## config.mk

```make
export PLATFORM = sky130hd
export DESIGN_NAME = regfile_write_arbiter
export DESIGN_NICKNAME = d
export VERILOG_FILES = /design/src/rtl/regfile_write_arbiter.sv
export SDC_FILE = /design/constraint.sdc
export NUM_CORES = 1
export LEC_CHECK = 0
export BUFFER_PORTS_ARGS = -buffer_cell sky130_fd_sc_hd__buf_2
export CORE_AREA = 2 2 112 114
export DETAILED_ROUTE_END_ITERATION = 6
export DIE_AREA = 0 0 114 116
export GPL_TIMING_DRIVEN = 1
export PLACE_DENSITY_LB_ADDON = 0.12
export SLEW_MARGIN = 30
export SYNTH_ARGS = -nofsm -noshare
export SYNTH_HDL_FRONTEND = slang
export SYNTH_SLANG_ARGS = --single-unit
export TNS_END_PERCENT = 5
```

## constraint.sdc

```tcl
create_clock -name clk -period 5.8 [get_ports clk]
set_input_delay 0.58 -clock clk [delete_from_list [all_inputs] [get_ports clk]]
set_output_delay 0.58 -clock clk [all_outputs]
set_load 0.02 [all_outputs]
```

## src/rtl/regfile_write_arbiter.sv

```systemverilog
// Round-robin arbiter sharing the register_file write port (we3/wa3/wd3) between
// the ALU and load writeback paths. Optional read forwarding under WR_ARB_BYPASS_EN.
module regfile_write_arbiter #(
    parameter int XLEN       = 32,
    parameter int AW         = 5,
    parameter int CNT_W      = 16,
    parameter int RESET_PRIO = 0
) (
    input  logic             clk,
    input  logic             reset,
    input  logic             stall,
    input  logic             req0_valid,
    output logic             req0_ready,
    input  logic [AW-1:0]    req0_addr,
    input  logic [XLEN-1:0]  req0_data,
    input  logic             req1_valid,
    output logic             req1_ready,
    input  logic [AW-1:0]    req1_addr,
    input  logic [XLEN-1:0]  req1_data,
    output logic             we3,
    output logic [AW-1:0]    wa3,
    output logic [XLEN-1:0]  wd3,
    output logic [CNT_W-1:0] grant0_cnt,
    output logic [CNT_W-1:0] grant1_cnt,
    input  logic [AW-1:0]    ra1,
    input  logic [AW-1:0]    ra2,
    input  logic [XLEN-1:0]  rf_rd1,
    input  logic [XLEN-1:0]  rf_rd2,
    output logic [XLEN-1:0]  rd1,
    output logic [XLEN-1:0]  rd2
);

    typedef enum logic {
        PRIO_REQ0 = 1'b0,
        PRIO_REQ1 = 1'b1
    } prio_e;

    localparam prio_e            PRIO_INIT = (RESET_PRIO != 0) ? PRIO_REQ1 : PRIO_REQ0;
    localparam logic [CNT_W-1:0] CNT_ONE   = 1;

    prio_e            prio_q, prio_d;
    logic             grant0, grant1;
    logic             we3_q, we3_d;
    logic [AW-1:0]    wa3_q, wa3_d;
    logic [XLEN-1:0]  wd3_q, wd3_d;
    logic [CNT_W-1:0] grant0Cnt_q, grant0Cnt_d;
    logic [CNT_W-1:0] grant1Cnt_q, grant1Cnt_d;

    // Priority only flips when both requesters compete, so a lone requester never steals it.
    always_comb begin
        grant0 = 1'b0;
        grant1 = 1'b0;
        prio_d = prio_q;
        if (!stall) begin
            if (req0_valid && req1_valid) begin
                if (prio_q == PRIO_REQ0) begin
                    grant0 = 1'b1;
                    prio_d = PRIO_REQ1;
                end else begin
                    grant1 = 1'b1;
                    prio_d = PRIO_REQ0;
                end
            end else begin
                grant0 = req0_valid;
                grant1 = req1_valid;
            end
        end
    end

    assign req0_ready = grant0;
    assign req1_ready = grant1;

    // x0 writes are accepted and counted but never reach the write port.
    always_comb begin
        we3_d       = 1'b0;
        wa3_d       = wa3_q;
        wd3_d       = wd3_q;
        grant0Cnt_d = grant0Cnt_q;
        grant1Cnt_d = grant1Cnt_q;
        if (grant0) begin
            grant0Cnt_d = grant0Cnt_q + CNT_ONE;
            if (req0_addr != '0) begin
                we3_d = 1'b1;
                wa3_d = req0_addr;
                wd3_d = req0_data;
            end
        end else if (grant1) begin
            grant1Cnt_d = grant1Cnt_q + CNT_ONE;
            if (req1_addr != '0) begin
                we3_d = 1'b1;
                wa3_d = req1_addr;
                wd3_d = req1_data;
            end
        end
    end

    always_ff @(posedge clk or posedge reset) begin
        if (reset) begin
            prio_q      <= PRIO_INIT;
            we3_q       <= 1'b0;
            wa3_q       <= '0;
            wd3_q       <= '0;
            grant0Cnt_q <= '0;
            grant1Cnt_q <= '0;
        end else begin
            prio_q      <= prio_d;
            we3_q       <= we3_d;
            wa3_q       <= wa3_d;
            wd3_q       <= wd3_d;
            grant0Cnt_q <= grant0Cnt_d;
            grant1Cnt_q <= grant1Cnt_d;
        end
    end

    assign we3        = we3_q;
    assign wa3        = wa3_q;
    assign wd3        = wd3_q;
    assign grant0_cnt = grant0Cnt_q;
    assign grant1_cnt = grant1Cnt_q;

`ifdef WR_ARB_BYPASS_EN
    // Forward the write being committed this cycle, since register_file only sees it at the next edge.
    always_comb begin
        rd1 = rf_rd1;
        rd2 = rf_rd2;
        if (we3_q && (wa3_q == ra1) && (ra1 != '0)) begin
            rd1 = wd3_q;
        end
        if (we3_q && (wa3_q == ra2) && (ra2 != '0)) begin
            rd2 = wd3_q;
        end
    end
`else
    logic unusedReadAddr;

    assign unusedReadAddr = ^{ra1, ra2};
    assign rd1            = rf_rd1;
    assign rd2            = rf_rd2;
`endif

endmodule

```

Word level (Yosys, flattened, before mapping)
Index checks and enable logic that the tools add are counted.
W data, S select, Z words.

cells by class
  $add $sub $neg = 2
  equal/unequal tests = 1
  multiplexer cells = 18
  bitwise operators = 2
  reduce and logical (&&, ||, !) cells = 8

operators with widths
  operator                 count
  $mux W32                 4
  $add A16 B1 Y16 const B  2
  $mux W5                  4
  $mux W1                  10
  $reduce_bool A5 Y1       2
  $reduce_and A2 Y1        2
  $reduce_bool A2 Y1       2
  $reduce_and A3 Y1        1
  $ne A2 B1 Y1 const B     1
  $not A1 Y1               2
  $logic_and A1 B1 Y1      1

storage, ports and cells
  register bits = 71
  bits of input ports = 153
  output and inout port bits = 136
  word-level logic and storage cells = 37

Logic depth before layout (Yosys ltp)
  depth in word-level cells = 5
  gate-level depth with buffers = 6
  gate-level depth less buffers = 5

Worst setup path before layout
Ideal clock, no wire load.

  path kind = input-to-reg
  start point = in stall
  end point = reg wa3_q[4] (netlist: wa3[4])
  data arrival time = 1.958 ns
  required time = 5.672 ns
  path slack = 3.714 ns
  stages on the path = 5
  buffers on the path = 1
  path through = nand2b_1 -> a21oi_2 -> clkbuf_1 -> mux2_2 -> mux2_1

between the ends
  cells in the longest elaborated chain, start to end = 3
  elaborated cells on any way between the ends = 7
  classes of those cells = eq/ne (1); mux (3); reduce/logical (3)

ends and longest elaborated chain
  what                                                          line  RTL
  start, declared                                               11    input logic stall,
  $mux W1                                                       54    if (!stall) begin
  $ne A2 B1 Y1 (no line) or $reduce_bool A2 Y1 (tied branches)  n/a
  $reduce_and A3 Y1 (no line)                                   n/a
  end signal, assigned                                          108   wa3_q <= wa3_d;
  end, declared                                                 44    logic [AW-1:0] wa3_q, wa3_d;

Parallel ways exist; a longest one is shown, timed or not.
A chain may end at the register's enable or synchronous reset.

Worst setup path after layout
  start point = in stall
  end point = out req0_ready

between the ends
  cells in the longest elaborated chain, start to end = 1

ends and longest elaborated chain
  what           line  RTL
  $mux W1        54
  end, declared  13    output logic req0_ready,

No other way between the ends.

==> key figures <==
Route
  – Post-DRT Antenna Nets: 0
  – DRT iter0 DRCs: 36
  – Drt pass-1 iters: 4
  – Vias per inst: 4.62
  – Final wirelength: 9030 µm
  – DR vias: 2,582
  – Mean routed wirelength per cell: 16.1 µm
  – Drt drc: 0

Placed design
  – DP Area: 4270 µm²
  – Port bufs: 150
  – GPL Wtd Cong: 0.717
  – DP HPWL: 6660 µm

Synthesis
  – Mux cell area share after synthesis: 22.4%
  – Net Count, Synth: 472
  – Largest family of logic cells by synthesized area: multiplexers
  – Gate Count Post-Synth: 317
  – Mapped Area: 3830 µm²
  – Post-Synth Adder-Cell Area: 0.654%
  – Yosys cell types: 26
  – Post-synthesis simple-gate area fraction: 7.98%
  – Syn_area_per_cell: 12.1 µm²
  – Flops & latches, synth: 71
  – Area share of xor/xnor cells in the synthesized design: 7.10%
  – Compound-Gate Fraction of Synth Area: 1.18%
  – Sequential share of the synthesized area: 46.4%
  – Yosys Warn Count: 0

Final layout
  – Ant diodes: 0
  – Sequential Area: 1780 µm²
  – Multi-input gate area: 1520 µm²
  – Layout Nets: 562
  – Area growth syn-to-layout: 20.4%
  – Share of cells above drive strength 1: 56.3%
  – Final Cell Area: 4610 µm²
  – Filler cells: 1,195

CTS
  – Setup repair bufs after CTS: 0
  – # hold bufs at CTS: 0
  – Clock tree from TritonCTS: built
  – # clock sinks: 71
  – CTS buffer count: 9
  – Clock Root Buffer: clkbuf_16
  – # resized after CTS: 0
  – Clock buffer depth: 2
  – Clock Latency Late Sink: 0.33 ns
  – H-tree depth: 3
  – Clock transition at path regs: 0.06 ns

Power
  – Power Dens Cells: 418 nW/µm²
  – Maximum vdd drop: 0.000164 V
  – Pleak: 2.20 nW

Outcome
  – Status: finished, final reports clean

GRT
  – Gr ovfl total: 0
  – Global-route wire length before repair: 13,600 µm
  – Gr usage total: 13.6%
  – Initial antenna violation count: 1
  – Vias in the first global route: 2,562
  – Largest net degree at the start of global routing: 43

Critical path
  – Crit Path Category: primary input to primary output
  – CP Cell Sequence: buf_2 -> nand2b_1 -> a21oi_4 -> buf_4 -> buf_2
  – Crit Path Max Fanout: 42
  – Worst setup SP type: primary input
  – Most frequent CP cell: buf_2
  – Crit path DAT: 1.78 ns
  – Largest incremental delay on the critical path: 0.47 ns
  – CP max-delay cell: buf_4
  – Critical path required time: 5.22 ns
  – CP endpoint kind: primary output

Die
  – Chip width: 114 µm
  – DIE HEIGHT: 116 µm
  – FP Rows: 40
  – DIE AREA: 13,200 µm²
  – Core area: 11,900 µm²
  – I/O pin count: 289
  – Initial Util: 32.1%

Timing
  – Final min period: 2.36 ns
  – Worst-Margin Slew: 0.808 ns
  – RSZ-0062 raised after global routing: no
  – Setup_tns: 0 ns
  – Post-route clock period utilization: 40.7%
  – Setup Skew: 0.00389 ns
  – Peak Freq: 424 MHz
  – # setup viols final: 0
  – Endpoints failing hold: 0
  – Max-slew violation total from the final report: 0
  – Slew HR: 46.0%

Run
  – Max-Cap Viols: 0

Min path
  – Worst hold path class: primary input to asynchronous set/reset pin
-- per-layer routing --
| metal | vias to the layer above | wire (µm) | GRT usage (%) |
|---|---|---|---|
| met5 | - | 13 | 0 |
| met4 | 2 | 255 | 6.26 |
| met3 | 25 | 863 | 6.17 |
| met2 | 124 | 4260 | 21.3 |
| met1 | 1222 | 3640 | 16.1 |
| li1 | 1209 | - | - |
-- cell usage after synthesis (all sizes together) --
| cell type | number | area [µm²] |
|---|---|---|
| clkbuf | 2 | 7.51 |
| nor2 | 5 | 18.8 |
| and3 | 4 | 25.0 |
| a21oi | 1 | 8.76 |
| a22o | 1 | 8.76 |
| nand3 | 9 | 45.0 |
| and4 | 3 | 26.3 |
| nand2b | 2 | 12.5 |
| a2111oi | 1 | 15.0 |
| xor2 | 6 | 52.6 |
| nor3 | 4 | 25.0 |
| nand2 | 9 | 33.8 |
| mux2 | 76 | 856 |
| inv | 4 | 15.0 |
| nor2b | 1 | 6.26 |
| nand4 | 14 | 87.6 |
| a211oi | 1 | 12.5 |
| ha | 2 | 25.0 |
| xnor2 | 25 | 219 |
| and2 | 4 | 25.0 |
| dfrtp | 71 | 1780 |
| buf | 72 | 524 |
-- per-stage QoR --
stage / total power, mW / worst slack (ns) / cells / utilization [%] / hold WS, ns
after global placement: 1.34 / 2.65 / 542 / 35.7 / 0.462
after detailed placement: 1.35 / 2.66 / 543 / 35.9 / 0.457
final: 1.93 / 3.44 / 559 / 38.7 / 0.331
after floorplan: 1.17 / 3.42 / 317 / - / 0.554
after CTS: 1.96 / 2.92 / 559 / 38.6 / 0.349
after global routing: 2.05 / 3.34 / 559 / 38.7 / 0.384
-- state kept, by name (all words and copies together) (netlist names) --
signal	flops
we3	1
grant1_cnt	16
wd3	32
prio_q	1
wa3	5
grant0_cnt	16
-- layout make-up --
class                      instances  area share [%]
sequential                        71            38.6
multi-input combinational        168            33.0
timing repair buffer             153            17.1
clock buffer                      11            5.27
tap                              147            3.99
clock inverter                     5            1.77
inverter                           4           0.326
-- critical path, delay by kind of cell --
kind                   cells  cell delay (ns)
AO/OA/AOI/OAI              1             0.14
buffers and inverters      3             0.84
AND/OR/NAND/NOR            1             0.22
-- path summary, 6_finish.rpt --
check,startpoint,endpoint,slack (ns),depth (start not counted)
min in group clk,grant0_cnt[15],grant0_cnt[15],0.47,1
worst max register to register,prio_q,wd3[20],3.58,4
max in group asynchronous,reset,wd3[10],4.90,4
worst max-delay path,stall,req0_ready,3.44,5
worst min-delay path,reset,grant1_cnt[15],0.33,3
worst min register to register,grant0_cnt[15],grant0_cnt[15],0.47,1
-- layout by cell type, fill, tap and decap left out, types with 2 or more instances in the layout --
cell type,instances
buf_4,2
mux2_2,57
nand4_1,14
bufinv_16,2
dfrtp_1,71
buf_2,150
xor2_1,6
nand2b_1,2
inv_1,3
clkbuf_16,9
xnor2_1,25
nand2_1,9
and2_1,4
nand3_1,9
ha_1,2
and3_1,4
nor2_1,4
mux2_1,19
and4_1,3
nor3_1,3
-- power breakdown --
part           internal [mW]  switching [mW]  total [mW]
clock                  0.388           0.212       0.600
sequential             0.630           0.101       0.731
combinational          0.248           0.348       0.596
total                   1.27           0.661        1.93
-- cells by family after synthesis --
group | count (synthesis)
buffers and inverters | 78
multiplexers | 76
flip-flops | 71
AND/OR/NAND/NOR | 55
XOR/XNOR | 31
AO/OA/AOI/OAI | 4
adder cells (fa/ha/maj) | 2
No activity file was read; power rests on OpenSTA's default activity.
